--- src/rtl/rect_plotter_if.sv ---
// Pixel-writer bus for rect_plotter: rectangle request operands in, plot strobe and pixel out.
interface rect_plotter_if #(
    parameter int X_W = 8,
    parameter int Y_W = 7,
    parameter int S_W = 8,
    parameter int C_W = 3
);
    logic           start;
    logic [X_W-1:0] x0;
    logic [Y_W-1:0] y0;
    logic [S_W-1:0] w;
    logic [S_W-1:0] h;
    logic [C_W-1:0] colour_in;
    logic           mode;
    logic           stall;
    logic [X_W-1:0] x;
    logic [Y_W-1:0] y;
    logic [C_W-1:0] colour;
    logic           plot;
    logic           busy;
    logic           done;

    modport master (
        output start, x0, y0, w, h, colour_in, mode, stall,
        input  x, y, colour, plot, busy, done
    );

    modport slave (
        input  start, x0, y0, w, h, colour_in, mode, stall,
        output x, y, colour, plot, busy, done
    );
endinterface

--- src/rtl/rect_plotter.sv ---
// Raster-scans a w x h rectangle one pixel per non-stalled cycle, filled or outline,
// emitting a plot strobe per visible pixel and a one-cycle done pulse at the end.
module rect_plotter #(
    parameter int X_W = 8,
    parameter int Y_W = 7,
    parameter int S_W = 8,
    parameter int C_W = 3
) (
    input  logic          clock,
    input  logic          resetn,
    rect_plotter_if.slave bus
);
    typedef enum logic [1:0] {IDLE, SCAN, FINISH} state_t;

    state_t         state_q, state_d;
    logic [X_W-1:0] x0_q, x0_d;
    logic [Y_W-1:0] y0_q, y0_d;
    logic [S_W-1:0] w_q, w_d;
    logic [S_W-1:0] h_q, h_d;
    logic [C_W-1:0] col_q, col_d;
    logic           mode_q, mode_d;
    logic [S_W-1:0] dx_q, dx_d;
    logic [S_W-1:0] dy_q, dy_d;

    logic last_col, last_row, on_edge, scanning;

    assign last_col = (dx_q == w_q - S_W'(1));
    assign last_row = (dy_q == h_q - S_W'(1));
    assign on_edge  = (dx_q == '0) || last_col || (dy_q == '0) || last_row;
    assign scanning = (state_q == SCAN);

    always_comb begin
        state_d = state_q;
        x0_d    = x0_q;
        y0_d    = y0_q;
        w_d     = w_q;
        h_d     = h_q;
        col_d   = col_q;
        mode_d  = mode_q;
        dx_d    = dx_q;
        dy_d    = dy_q;
        case (state_q)
            IDLE: begin
                if (bus.start) begin
                    x0_d   = bus.x0;
                    y0_d   = bus.y0;
                    w_d    = bus.w;
                    h_d    = bus.h;
                    col_d  = bus.colour_in;
                    mode_d = bus.mode;
                    dx_d   = '0;
                    dy_d   = '0;
                    // A degenerate rectangle skips the scan but still reports completion.
                    state_d = (bus.w == '0 || bus.h == '0) ? FINISH : SCAN;
                end
            end
            SCAN: begin
                if (!bus.stall) begin
                    if (last_col) begin
                        dx_d = '0;
                        if (last_row) state_d = FINISH;
                        else          dy_d    = dy_q + S_W'(1);
                    end else begin
                        dx_d = dx_q + S_W'(1);
                    end
                end
            end
            FINISH:  state_d = IDLE;
            default: state_d = IDLE;
        endcase
    end

    always_ff @(posedge clock or negedge resetn) begin
        if (!resetn) begin
            state_q <= IDLE;
            x0_q    <= '0;
            y0_q    <= '0;
            w_q     <= '0;
            h_q     <= '0;
            col_q   <= '0;
            mode_q  <= 1'b0;
            dx_q    <= '0;
            dy_q    <= '0;
        end else begin
            state_q <= state_d;
            x0_q    <= x0_d;
            y0_q    <= y0_d;
            w_q     <= w_d;
            h_q     <= h_d;
            col_q   <= col_d;
            mode_q  <= mode_d;
            dx_q    <= dx_d;
            dy_q    <= dy_d;
        end
    end

    // Outputs decode straight from cleared registers, so reset zeroes them without a clock.
    assign bus.x      = x0_q + X_W'(dx_q);
    assign bus.y      = y0_q + Y_W'(dy_q);
    assign bus.colour = col_q;
    assign bus.busy   = scanning;
    assign bus.done   = (state_q == FINISH);
    assign bus.plot   = scanning && !bus.stall && (!mode_q || on_edge);
endmodule

--- src/flat_wrapper.sv ---
// flat-port wrapper written by rule: the top's interface ports become plain ports
module rect_plotter_flat 
#(
    parameter int X_W = 8,
    parameter int Y_W = 7,
    parameter int S_W = 8,
    parameter int C_W = 3
)
  (clock, resetn, bus_start, bus_x0, bus_y0, bus_w, bus_h, bus_colour_in, bus_mode, bus_stall, bus_x, bus_y, bus_colour, bus_plot, bus_busy, bus_done);
  rect_plotter_if #(.X_W(X_W), .Y_W(Y_W), .S_W(S_W), .C_W(C_W)) bus_i ();
  input  logic clock;
  input  logic resetn;
  input wire logic [$bits(bus_i.start)-1:0] bus_start;
  input wire logic [$bits(bus_i.x0)-1:0] bus_x0;
  input wire logic [$bits(bus_i.y0)-1:0] bus_y0;
  input wire logic [$bits(bus_i.w)-1:0] bus_w;
  input wire logic [$bits(bus_i.h)-1:0] bus_h;
  input wire logic [$bits(bus_i.colour_in)-1:0] bus_colour_in;
  input wire logic [$bits(bus_i.mode)-1:0] bus_mode;
  input wire logic [$bits(bus_i.stall)-1:0] bus_stall;
  output wire logic [$bits(bus_i.x)-1:0] bus_x;
  output wire logic [$bits(bus_i.y)-1:0] bus_y;
  output wire logic [$bits(bus_i.colour)-1:0] bus_colour;
  output wire logic [$bits(bus_i.plot)-1:0] bus_plot;
  output wire logic [$bits(bus_i.busy)-1:0] bus_busy;
  output wire logic [$bits(bus_i.done)-1:0] bus_done;
  assign bus_i.start = bus_start;
  assign bus_i.x0 = bus_x0;
  assign bus_i.y0 = bus_y0;
  assign bus_i.w = bus_w;
  assign bus_i.h = bus_h;
  assign bus_i.colour_in = bus_colour_in;
  assign bus_i.mode = bus_mode;
  assign bus_i.stall = bus_stall;
  assign bus_x = bus_i.x;
  assign bus_y = bus_i.y;
  assign bus_colour = bus_i.colour;
  assign bus_plot = bus_i.plot;
  assign bus_busy = bus_i.busy;
  assign bus_done = bus_i.done;
  rect_plotter #(.X_W(X_W), .Y_W(Y_W), .S_W(S_W), .C_W(C_W)) u_core (.clock(clock), .resetn(resetn), .bus(bus_i));
endmodule
--- config.mk ---
export PLATFORM = sky130hd
export DESIGN_NAME = rect_plotter_flat
export DESIGN_NICKNAME = d
export VERILOG_FILES = /design/src/rtl/rect_plotter_if.sv /design/src/rtl/rect_plotter.sv /design/src/flat_wrapper.sv
export SDC_FILE = /design/constraint.sdc
export NUM_CORES = 1
export LEC_CHECK = 0
export CAP_MARGIN = 0
export CORE_MARGIN = 2
export CORE_UTILIZATION = 40
export CTS_BUF_LIST = sky130_fd_sc_hd__clkbuf_2
export CTS_CLUSTER_DIAMETER = 40
export CTS_CLUSTER_SIZE = 20
export DETAILED_ROUTE_END_ITERATION = 8
export PLACE_DENSITY = 0.77
export SYNTH_ARGS = -nofsm -noshare
export SYNTH_HDL_FRONTEND = slang
export SYNTH_SLANG_ARGS = --single-unit
--- constraint.sdc ---
create_clock -name clock -period 2.2 [get_ports clock]
set_clock_uncertainty 0.15 [all_clocks]
set_input_delay 0.22 -clock clock [delete_from_list [all_inputs] [get_ports clock]]
set_output_delay 0.22 -clock clock [all_outputs]
set_load 0.01 [all_outputs]
==> results of run 1 <==
[timing repair]
| item | CTS | global route |
|---|---|---|
| hold buffers | 1 | 0 |
| gates resized for setup | 122 | 52 |
| endpoints found under the setup margin | 33 | 34 |
| pin swaps | 27 | 32 |
| hold endpoints to repair | 30 | 0 |
| buffers inserted | 21 | 16 |
[cells by family (layout without fill, tap and decap cells)]
family	Yosys count	after routing	synth area share [%]
multiplexers	1	1	0.2905
XOR/XNOR	35	35	8.896
flip-flops	53	53	38.49
adder cells (fa/ha/maj)	21	21	8.061
buffers and inverters	40	195	4.648
AND/OR/NAND/NOR	175	175	24.00
AO/OA/AOI/OAI	74	74	15.61
[placed cells by master, fill, tap and decap left out, types with 5 or more instances in the layout]
cell / n
nand2_1: 105
buf_4: 85
dfrtp_1: 49
clkdlybuf4s50_1: 43
buf_6: 16
inv_1: 14
xor2_1: 14
xnor2_1: 13
o21ai_0: 12
ha_1: 12
buf_2: 12
inv_2: 11
nor2_1: 11
a21oi_2: 7
xnor2_2: 6
o21ai_2: 6
nand3_1: 6
a21oi_1: 5
nor4_1: 5
o21ai_1: 5
clkbuf_2: 5
[tightest hold or removal path, stage by stage]
cell,delay (ns)
clkdlybuf4s50_1,0.39
nand2_1,0.05
nand2_1,0.04
[registers in the layout (all words and copies together), names as in the netlist]
| register | count |
|---|---|
| u_core.dy_q | 8 |
| u_core.y0_q | 7 |
| u_core.dx_q | 8 |
| u_core.w_q | 8 |
| u_core.x0_q | 8 |
| u_core.state_q | 2 |
| u_core.h_q | 8 |
| u_core.mode_q | 1 |
| u_core.bus.colour | 3 |
[through the flow]
| stage | instance area, um^2 | instances | hold slack [ns] | setup WS [ns] | total power, uW |
|---|---|---|---|---|---|
| floorplan | 3485 | 399 | -0.2256 | -0.01090 | 3829 |
| global placement | 4752 | 629 | 0.1158 | -0.5411 | 5708 |
| CTS | 5116 | 652 | 0.06888 | -0.6104 | 6589 |
| global route | 5379 | 659 | 0.03479 | -0.7522 | 7567 |
| detailed placement | 4752 | 629 | 0.1194 | -0.5711 | 5872 |
| finish | 5379 | 659 | 0.06889 | -0.6194 | 7044 |
[power groups by stage]
stage               Sequential [uW]  Combinational (uW)  Clock [uW]
floorplan                      1720                2110           0
global placement               1700                4010           0
detailed placement             1720                4160           0
CTS                            1720                4470         404
global route                   1810                5320         443
finish                         1760                4890         400
[area by class of cell]
type,count,area share (%)
sequential,53,24.75
clock inverter,2,0.3024
multi-input combinational,306,44.03
clock buffer,5,0.4652
timing repair buffer,162,26.15
tap,105,2.442
inverter,26,1.861
[per-layer routing]
layer	track usage, %	part of all wire, %
met1	27.01	44
met4	3.575	0.71
met5	0	0
met3	2.601	3.8
met2	35.79	51
[final timing paths]
check | end | slack (ns)
max | bus_plot | -0.62
max reg2reg | u_core.dy_q[5] | -0.41
min in group asynchronous | u_core.dy_q[7] | 0.10
min | u_core.y0_q[6] | 0.07
min reg2reg | u_core.x0_q[2] | 0.38
max in group asynchronous | u_core.dx_q[5] | 1.19
==> run summary, run 1 <==
The flow ran to the end, but the final reports show violations. The final reports fail on negative setup slack. The placeable core region is 8299 um^2, and the area share of the leading cell type in the synthesized netlist is 38.49%. The aggregate global routing overflow is 0, and the synthesized area per cell is 8.636 um^2. TritonCTS built the clock tree. The buffer depth of the longest clock path is 2. The length in cells of the worst reg-to-reg path came out at 12. In the final layout, the share of cells above drive strength 1 is 38.09%.

Summing all multi-input logic gate instances after layout gives 2369 um^2. Detailed routing inserted a total of 3443 vias. The routability congestion estimate came out at 0.8756. Summed over all failing endpoints, the final setup total negative slack is -7.933 ns. In the final routed layout, each cell accounts on average for 15.44 um.

Data on the critical path arrives at its endpoint at 2.45 ns. The logs give 5 for the total clock buffers created by CTS and 0 for the count of warnings emitted by yosys. Once the floorplan was initialized, standard cells occupied 41.52% of the core.

The setup slack of the critical path after layout was -0.6194 ns. Counting instances, the worst hold path has a depth of 3. STA classifies the critical path endpoint as an output port.

Relative to the synthesized area, the layout overhead comes to 56.10%. Sequential cells account for 24.9% of the total power. The first TritonRoute pass finished after 4 iterations. The share of the cycle needed by the critical path after routing is 128.2%, and the die span in y is 96.82 um. At the worst endpoint, the required time is 1.83 ns. The logs give 5.7% for the clock share of power and 614 for the number of nets in the layout. In this design, the largest share of critical-path delay is due to compound AO/OA/AOI/OAI gates. The highest net fanout along the worst path is 4. In this run the remaining antenna-violating nets after routing total 0. The count of cell types in the netlist is 58.

The run gives 0 as the total count of max-transition violations in the final report. The cell type with the largest total area after synthesis is dfrtp_1. Yosys mapped a number of flops with a built-in enable equal to 0. In this run the tightest slew margin relative to its limit is 57.58%. Row generation in the floorplan step produced 33 rows.

The clock-pin transition on the worst setup and hold timing paths was 0.32 ns. The start of the worst register-to-register path was u_core.h_q[3]. Number of antenna violations at the first check in global routing: 0. Of the synthesized area, sequential elements account for 38.49%.

The run gives 354.7 MHz as the maximum clock frequency. The commonest cells after synthesis are nand2_1 (106), dfrtp_1 (53), inv_1 (26). The width of the chip was 96.82 um; the total power divided by cell area was 1310 nW/um^2. For this design, the slowest cell found on the critical path is dfrtp_2. The source of the critical timing path is u_core.w_q[4]. Primary flip-flop cell chosen by synthesis mapping: dfrtp_1. Deepest level of the CTS H-tree: 2.

The share of flip-flops with an asynchronous set or reset after synthesis was 100.0%; the violation count after the first detailed-route iteration was 217. At the pin with the least slew margin, the transition time is 0.6363 ns. The first-pass GRT wire length is 16120 um. The worst min-delay path category was in2reg.

The switching power total came out at 2991 uW. The tools report the total of endpoints with negative setup slack in the final report as 29. Counting every net in the synthesized netlist gives 459. The layout filler cell count is 644, and the minimum clock period is 2.819 ns. The utilization after layout is 64.81%, and the maximum number of pins on one net before global-route repair is 30.

In the post-synthesis netlist, the cell with the most instances is nand2_1. In this run the count of I/O pins placed on the die edge is 60. The root buffer cell chosen for the clock tree is clkbuf_2. Setup repair after global routing could not meet its margin everywhere. The global-route usage over all layers was 20.30%; the fraction of power spent switching nets was 42.46%. The routed design has 10180 um of wire. The critical path buffer and inverter count is 3, and the cell count after synthesis is 399. The die covers 9373 um^2. The critical path is of the reg2out type.

In this run the static leakage power is 0.002460 uW. The sink count of the clock tree was 53; the internal cell power was 4053 uW. In this run, synthesis produced a sequential element count of 53.

The maximum single-stage delay on the critical path works out to 0.51 ns. The antenna cell count is 0. The logs give 3516 for the number of global-route vias before repair and 1033 uV for the worst-case vdd ir drop. The worst setup path is launched from a flip-flop.

By area the synthesized netlist is led by dfrtp_1 (38%), nand2_1 (12%), ha_1 (6.9%). For the detailed placement HPWL, the log shows 6873 um. For the worst-skew pair, the clock arrives at the later sink with an insertion delay of 0.46 ns.

In this run the tool buffered the top-level ports with 59 buffer cells. The signal on the critical path passes through buf_6, nor4_4, buf_4, nand4_1, a21oi_4, o21ai_2, a311oi_2, buf_2. For the number of failing hold endpoints at the final stage, the log shows 0. Max-cap violations in this run came to 0. The share of total power in combinational logic is 69.4%, and the instance count on the critical path is 8.

Detailed-route DRC error count: 0. In the routed layout, each cell is associated on average with a via count of 5.225. The logs give 3446 um^2 for the post-synth design cell area and 1331 um^2 for the total area of sequential cells. The hold path startpoint was bus_y0[6].
Note: power is estimated with default switching activity, not from simulation.
==> run 2, diff against run 1 <==
--- a/config.mk
+++ b/config.mk
@@ -6,7 +6,6 @@
 export NUM_CORES = 1
 export LEC_CHECK = 0
 export CAP_MARGIN = 0
-export CORE_MARGIN = 2
 export CORE_UTILIZATION = 40
 export CTS_BUF_LIST = sky130_fd_sc_hd__clkbuf_2
 export CTS_CLUSTER_DIAMETER = 40
==> run 2 against run 1 <==
  * The run still ends with negative setup slack left
  * Clock-buffer cell count unchanged
  * Maximum frequency down 4.7%
  * Combinational power down 2%
==> run summary, run 2 (synthesis gave the netlist of run 1 again) <==
The run finished, with violations left. The checks that failed: negative setup slack. The share of total power in combinational logic is 69.0%, and the static power due to leakage is 0.002523 uW. The sequential group share of total power is 25.1%.

At the end of routability-driven placement, the weighted congestion stood at 0.8714. Startpoint type of the worst setup path: a flip-flop. The run gives 1038 uV as the worst-case vdd ir drop. The worst setup path is of the reg2out kind.

The run gives -0.7576 ns as the setup slack of the critical path after layout. The kind of cell with the highest combined delay along the critical path is compound AO/OA/AOI/OAI gates. TritonCTS built the clock tree. Setup repair after global routing could not meet its margin everywhere. The run gives 16910 um as the first-pass GRT wire length. Clock tree synthesis found a total of 53 sinks. Compared with the post-synthesis result, the final layout area differs by 54.10%. Dividing the detail-routed wire length by the instance count gives 15.91 um.

Data arrives at the worst endpoint at 2.59 ns. The logs give 0 for the number of nets still failing antenna checks after routing and 8990 um^2 for the die footprint. The buffer depth of the longest clock path was 2. The width of the chip was 94.82 um.

The endpoint of the lowest-slack register-to-register path was u_core.dy_q[3]. The fraction of power spent switching nets came out at 43.08%. The aggregate global routing overflow was 0.

The actual slew at the worst max-slew pin was 0.4957 ns; the count of buffers from port buffering was 59. The maximum single-stage delay on the critical path works out to 0.49 ns. The analysis attributes to net switching a power of 2982 uW. Number of max-cap violations: 0. The tools report the global-route usage over all layers as 23.93%. The relative max-transition margin was 66.52%; the internal cell power was 3941 uW. Leaving out fill and tap cells, the most frequent cell in the layout is nand2_1. The logs give 8258 um^2 for the placeable core region and 3645 for the number of global-route vias before repair. The via density per instance is 5.384, and the number of primary I/O pins is 60. The number of buffers and inverters on the critical path is 2. Total power for the finished layout comes to 6923 uW. The worst reg-to-reg setup slack was -0.55 ns; the highest net fanout along the worst path was 3. Worst min-delay path category: in2async. The clock share of power is 5.9%. The clock root buffer is clkbuf_2.

The slowest cell on the critical path was dfrtp_1. The floorplan has 33 rows. The signal on the critical path passes through buf_4, nor3_1, xnor2_1, a2111oi_4, and2b_4, o21ai_4, a311oi_2, buf_2.

For the worst flop-to-flop path, the logic depth is 11. The cell count after placement is 631. In this run the critical register-to-register path is launched from u_core.w_q[4].

The capturing element type of the critical path was an output port. After layout, the worst path uses 134.4% of the clock period. The net count of the finished layout is 619. For this design the ratio of total power to cell area is 1304 nW/um^2. Detailed placement ended at an HPWL of 7045 um. In the layout the commonest cells are nand2_1 (105), buf_4 (88), dfrtp_1 (50). The clock reaches the later pin of the worst-skew pair after 0.47 ns. After clock tree synthesis, the clock-pin slew on the worst setup and hold paths is 0.30 ns. The H-tree was split into 2 levels. For the worst setup path, the data required time is 1.83 ns. Clock tree synthesis inserted a total of 5 buffers. The total count of max-transition violations in the final report was 0; the detailed-route via count was 3586.

The count of TritonRoute iterations in the first routing pass came out at 5. The initial core utilization was 41.73%. After detailed routing, the total wire length is 10600 um.

In the routed design, unresolved DRC markers number 0. Setup violations remaining at the end of the flow were counted as 31. Maximum clock frequency: 338.1 MHz. For this run, the number of standard cells in the final layout without fillers is 666.

The share of post-route cells with drive strength above 1 was 35.71%. The logs give 137 for the violation count after the first detailed-route iteration and -11.93 ns for the sum of negative setup slack. The number of antenna violations at the first check in global routing is 0, and the minimum clock period is 2.958 ns.

The maximum number of pins on one net before global-route repair was 54; the number of failing hold endpoints at the final stage was 0. The die span in y came out at 94.82 um.
[run 2: routing by layer]
layer,share of wire [%],vias up,track usage [%]
met1,43,1743,30.59
met4,2.8,0,8.586
met3,3.9,29,2.738
met5,0,-,0
li1,-,1692,-
met2,51,122,41.55
[run 2: how the worst max path moves through the flow]
| stage | cells past startpoint | to | start |
|---|---|---|---|
| 5_1_grt | 9 | bus_plot | u_core.w_q[0] |
| 4_1_cts | 9 | bus_plot | u_core.w_q[0] |
| 3_5_place_dp | 9 | bus_plot | u_core.w_q[0] |
| 6_report | 8 | bus_plot | u_core.w_q[1] |
| 3_3_place_gp | 6 | bus_plot | u_core.h_q[3] |
| 2_1_floorplan | 8 | u_core.dy_q[3] | u_core.w_q[2] |
[run 2: worst reg2reg max path: stages, from the launching register on]
cell and delay (ns):
dfrtp_2 0.51, buf_6 0.13, nor4_4 0.31, buf_4 0.19, and3_1 0.16, o211a_1 0.22, buf_4 0.13, buf_6 0.11
nand2b_4 0.13, o22ai_4 0.11, or4_1 0.48, nand2_1 0.08
[run 2: final cells by class]
type | count | area, um^2
Sequential cell | 53 | 1330
Antenna cell | 1 | 2.502
Tap cell | 105 | 131.4
Multi-Input combinational cell | 306 | 2283
Clock inverter | 3 | 17.52
Inverter | 26 | 97.59
Clock buffer | 5 | 25.02
Timing Repair Buffer | 167 | 1423
Fill cell | 663 | 2948
[run 2: power groups by stage]
stage,clock network (uW),registers [uW],logic [uW]
after global placement,0,1690,4030
after CTS,408,1720,4490
after floorplan,0,1720,2110
final,409,1740,4780
after detailed placement,0,1720,4180
after global routing,456,1780,5160
[run 2: what timing repair did]
| action | CTS | global route |
|---|---|---|
| cloned | 0 | 0 |
| hold buffers | 1 | 0 |
| setup endpoints to repair | 33 | 35 |
| buffers inserted | 18 | 14 |
| endpoints found under the hold margin | 53 | 0 |
| gates resized for setup | 118 | 35 |
| pin swaps | 44 | 33 |
[run 2: per-stage QoR]
stage / utilization [%] / hold slack (ns) / cell area (um^2) / worst slack, ns
6_report: 64.30 / 0.06403 / 5310 / -0.7576
5_1_grt: 64.27 / 0.04326 / 5308 / -0.8522
4_1_cts: 61.89 / 0.08497 / 5111 / -0.7318
3_5_place_dp: 57.73 / 0.09189 / 4767 / -0.5805
3_3_place_gp: 57.73 / 0.08748 / 4767 / -0.5416
2_1_floorplan: - / -0.2256 / 3485 / -0.01090
==> run 3, diff against run 2 <==
--- a/config.mk
+++ b/config.mk
@@ -6,6 +6,7 @@
 export NUM_CORES = 1
 export LEC_CHECK = 0
 export CAP_MARGIN = 0
+export CORE_MARGIN = 5
 export CORE_UTILIZATION = 40
 export CTS_BUF_LIST = sky130_fd_sc_hd__clkbuf_2
 export CTS_CLUSTER_DIAMETER = 40
==> run 3 against run 2 <==
  * Largest power group unchanged
  * Non-clock buffer count down 1
  * Largest cell class unchanged
  * Global-route usage down 3.7 points
  * Critical path depth up 1
  * The run still ends with negative setup slack left
  * Sequential power about the same
  * First-iteration DRC count up 96%
  * Sequential share of layout area down 0.25 points
  * Final cell count down 0.45%
  * Highest routed layer unchanged
  * Power up 2.5%
==> run summary, run 3 (synthesis gave the netlist of run 1 again) <==
The run finished, with violations left. The checks that failed: negative setup slack. The actual slew at the worst max-slew pin works out to 0.5921 ns. The total count of max-transition violations in the final report was 0. The tools report the routability congestion estimate as 0.9210. For this design, the slowest cell found on the critical path is dfrtp_2.

In the routed layout, each cell is associated on average with a via count of 5.448. Setup repair after global routing could not meet its margin everywhere. After detailed routing, the total wire length is 11160 um. The tools report the startpoint type of the worst setup path as a flip-flop.

Die footprint: 10570 um^2. The maximum single-stage delay on the critical path is 0.49 ns, and the sum of negative setup slack is -10.85 ns. The critical path in this run is classified as reg2out. Clock-pin transition on the worst setup and hold timing paths: 0.28 ns. Measured along the y axis, the die boundary spans 102.8 um. The most common library cell in the layout ignoring fill and taps was nand2_1.

Of the total power, the share spent switching nets is 42.98%. In the final layout, the share of cells above drive strength 1 is 36.56%. Walking the worst path, the cells encountered are inv_2, ha_4, xor2_1, nand2_1, a2111oi_4, and2b_4, o21ai_2, a311oi_2, buf_2. The clock root buffer was clkbuf_2.

The tools report the global-route usage over all layers as 20.20%. The worst hold path belongs to the class in2reg. Across the run, the number of max-cap violations was 0.

The logs give 5364 um^2 for the post-layout instance area and 0.45 ns for the worst-skew pair later-pin latency. The number of antenna violations at the first check in global routing is 0. For the sink count of the clock tree, the log shows 53. The worst setup path is captured at an output port. The final standard cell count with taps included and fillers excluded is 663, and the buffer depth of the longest clock path is 2.

The clock network is responsible for 5.4% of the overall power. Setup violations remaining at the end of the flow were counted as 29. In this run, the combinational gates consume 69.6% of the power. For this run, the top clock speed supported by timing is 352.5 MHz. For the number of global-route vias before repair, the log shows 3750.

The area overhead of the layout relative to synthesis was 55.66%; the width of the chip was 102.8 um. For this design the ratio of total power to cell area is 1323 nW/um^2. In this run the worst path has a maximum fanout of 4. The HPWL after detailed placement is 7295 um. At the worst endpoint, the required time is 1.83 ns. The placed cell area was 4745 um^2; the minimum clock period was 2.837 ns. Once detail routing completed, the nets flagged for antenna violations numbered 0. The sequential group share of total power is 25.0%. The count of TritonRoute iterations in the first routing pass is 5.

The run gives 60.16% as the relative max-transition margin. The tools report the first-pass GRT wire length as 17030 um. TritonCTS built the clock tree. Summed over all cells, the static leakage comes to 0.002535 uW.

The layout filler cell count was 615; the number of primary I/O pins was 60. The switching power total was 3049 uW; the detailed-route wire length per cell was 16.83 um. IR analysis of the VDD net gives a maximum drop of 1200 uV.

The tools report the total clock buffers created by CTS as 5. Cell internal power was estimated by the tool at 4046 uW. The logs give 0 for the number of failing hold endpoints at the final stage and 33 for the row count. Detailed-route DRC error count: 0. The deepest level of the CTS H-tree was 2. The run gives -0.6367 ns as the setup slack of the critical path after layout. The count of buffers from port buffering came out at 59. After the first detailed-routing iteration, the DRC count stood at 269. The detailed-route via count is 3612.

Summing internal, switching and leakage power gives 7095 uW. The net count of the finished layout is 618. The logs give 8299 um^2 for the placeable core region and 628 for the cell count after placement. Leaving out fill and tap cells, the most frequent cells in the layout are nand2_1 (105), buf_4 (85), dfrtp_1 (50). The maximum number of pins on one net before global-route repair was 33; the share of the cycle needed by the critical path after routing was 128.9%. The antenna cell count was 0. The logs give 0.09326 ns for the final-layout worst hold slack and 41.52% for the initial core utilization. STA puts the critical path data arrival time at 2.47 ns. Global routing finished with a remaining overflow of 0.
## run 3: final timing paths
kind | slack [ns] | end | cells after the start | from
setup / recovery | -0.64 | bus_plot | 9 | u_core.w_q[0]
max in group asynchronous | 1.23 | u_core.dy_q[2] | 3 | resetn
setup reg to reg | -0.53 | u_core.dy_q[3] | 11 | u_core.w_q[2]
min in group asynchronous | 0.11 | u_core.w_q[4] | 2 | resetn
hold / removal | 0.09 | u_core.x0_q[3] | 3 | bus_x0[3]
hold reg to reg | 0.37 | u_core.y0_q[3] | 2 | u_core.y0_q[3]
## run 3: layer usage
layer	share of wire (%)	track usage [%]	routed length [um]	vias to the layer above
met4	3.2	8.367	354	0
met5	0	0	0	-
li1	-	-	-	1682
met3	5.3	3.045	590	33
met2	51	35.95	5735	140
met1	40	24.32	4479	1757
## run 3: final cells by class
class	instances	area, um^2	share of cell area (%)
timing repair buffer	166	1420	26.48
tap	105	131.4	2.449
clock buffer	6	30.03	0.5598
sequential	53	1330	24.80
clock inverter	1	3.754	0.06998
multi-input combinational	306	2349	43.78
inverter	26	100.1	1.866
## run 3: power by group through the flow
stage / clock, uW / combinational, uW / sequential [uW]
floorplan: 0 / 2110 / 1720
global placement: 0 / 3990 / 1700
detailed placement: 0 / 4160 / 1730
CTS: 385 / 4560 / 1730
global route: 430 / 5360 / 1810
finish: 385 / 4940 / 1770
## run 3: timing repair
| action | in CTS | in global routing |
|---|---|---|
| hold endpoints to repair | 41 | 0 |
| resized for setup | 126 | 42 |
| pin swaps | 47 | 38 |
| cloned | 0 | 0 |
| buffers inserted | 25 | 15 |
| hold buffers | 1 | 0 |
| setup endpoints to repair | 33 | 35 |
## run 3: critical path, delay by kind of cell (launching register included)
family                   cells  cell delay [ns]
AO/OA/AOI/OAI                3             0.57
XOR/XNOR                     1             0.15
adder cells (fa/ha/maj)      1             0.27
buffers and inverters        2             0.25
flip-flops                   1             0.49
AND/OR/NAND/NOR              2             0.32
## run 3: through the flow
stage               utilization, %  worst slack [ns]
floorplan                        -          -0.01090
global placement             57.17           -0.5226
detailed placement           57.17           -0.6782
CTS                          62.20           -0.6217
global route                 64.63           -0.7743
finish                       64.63           -0.6367
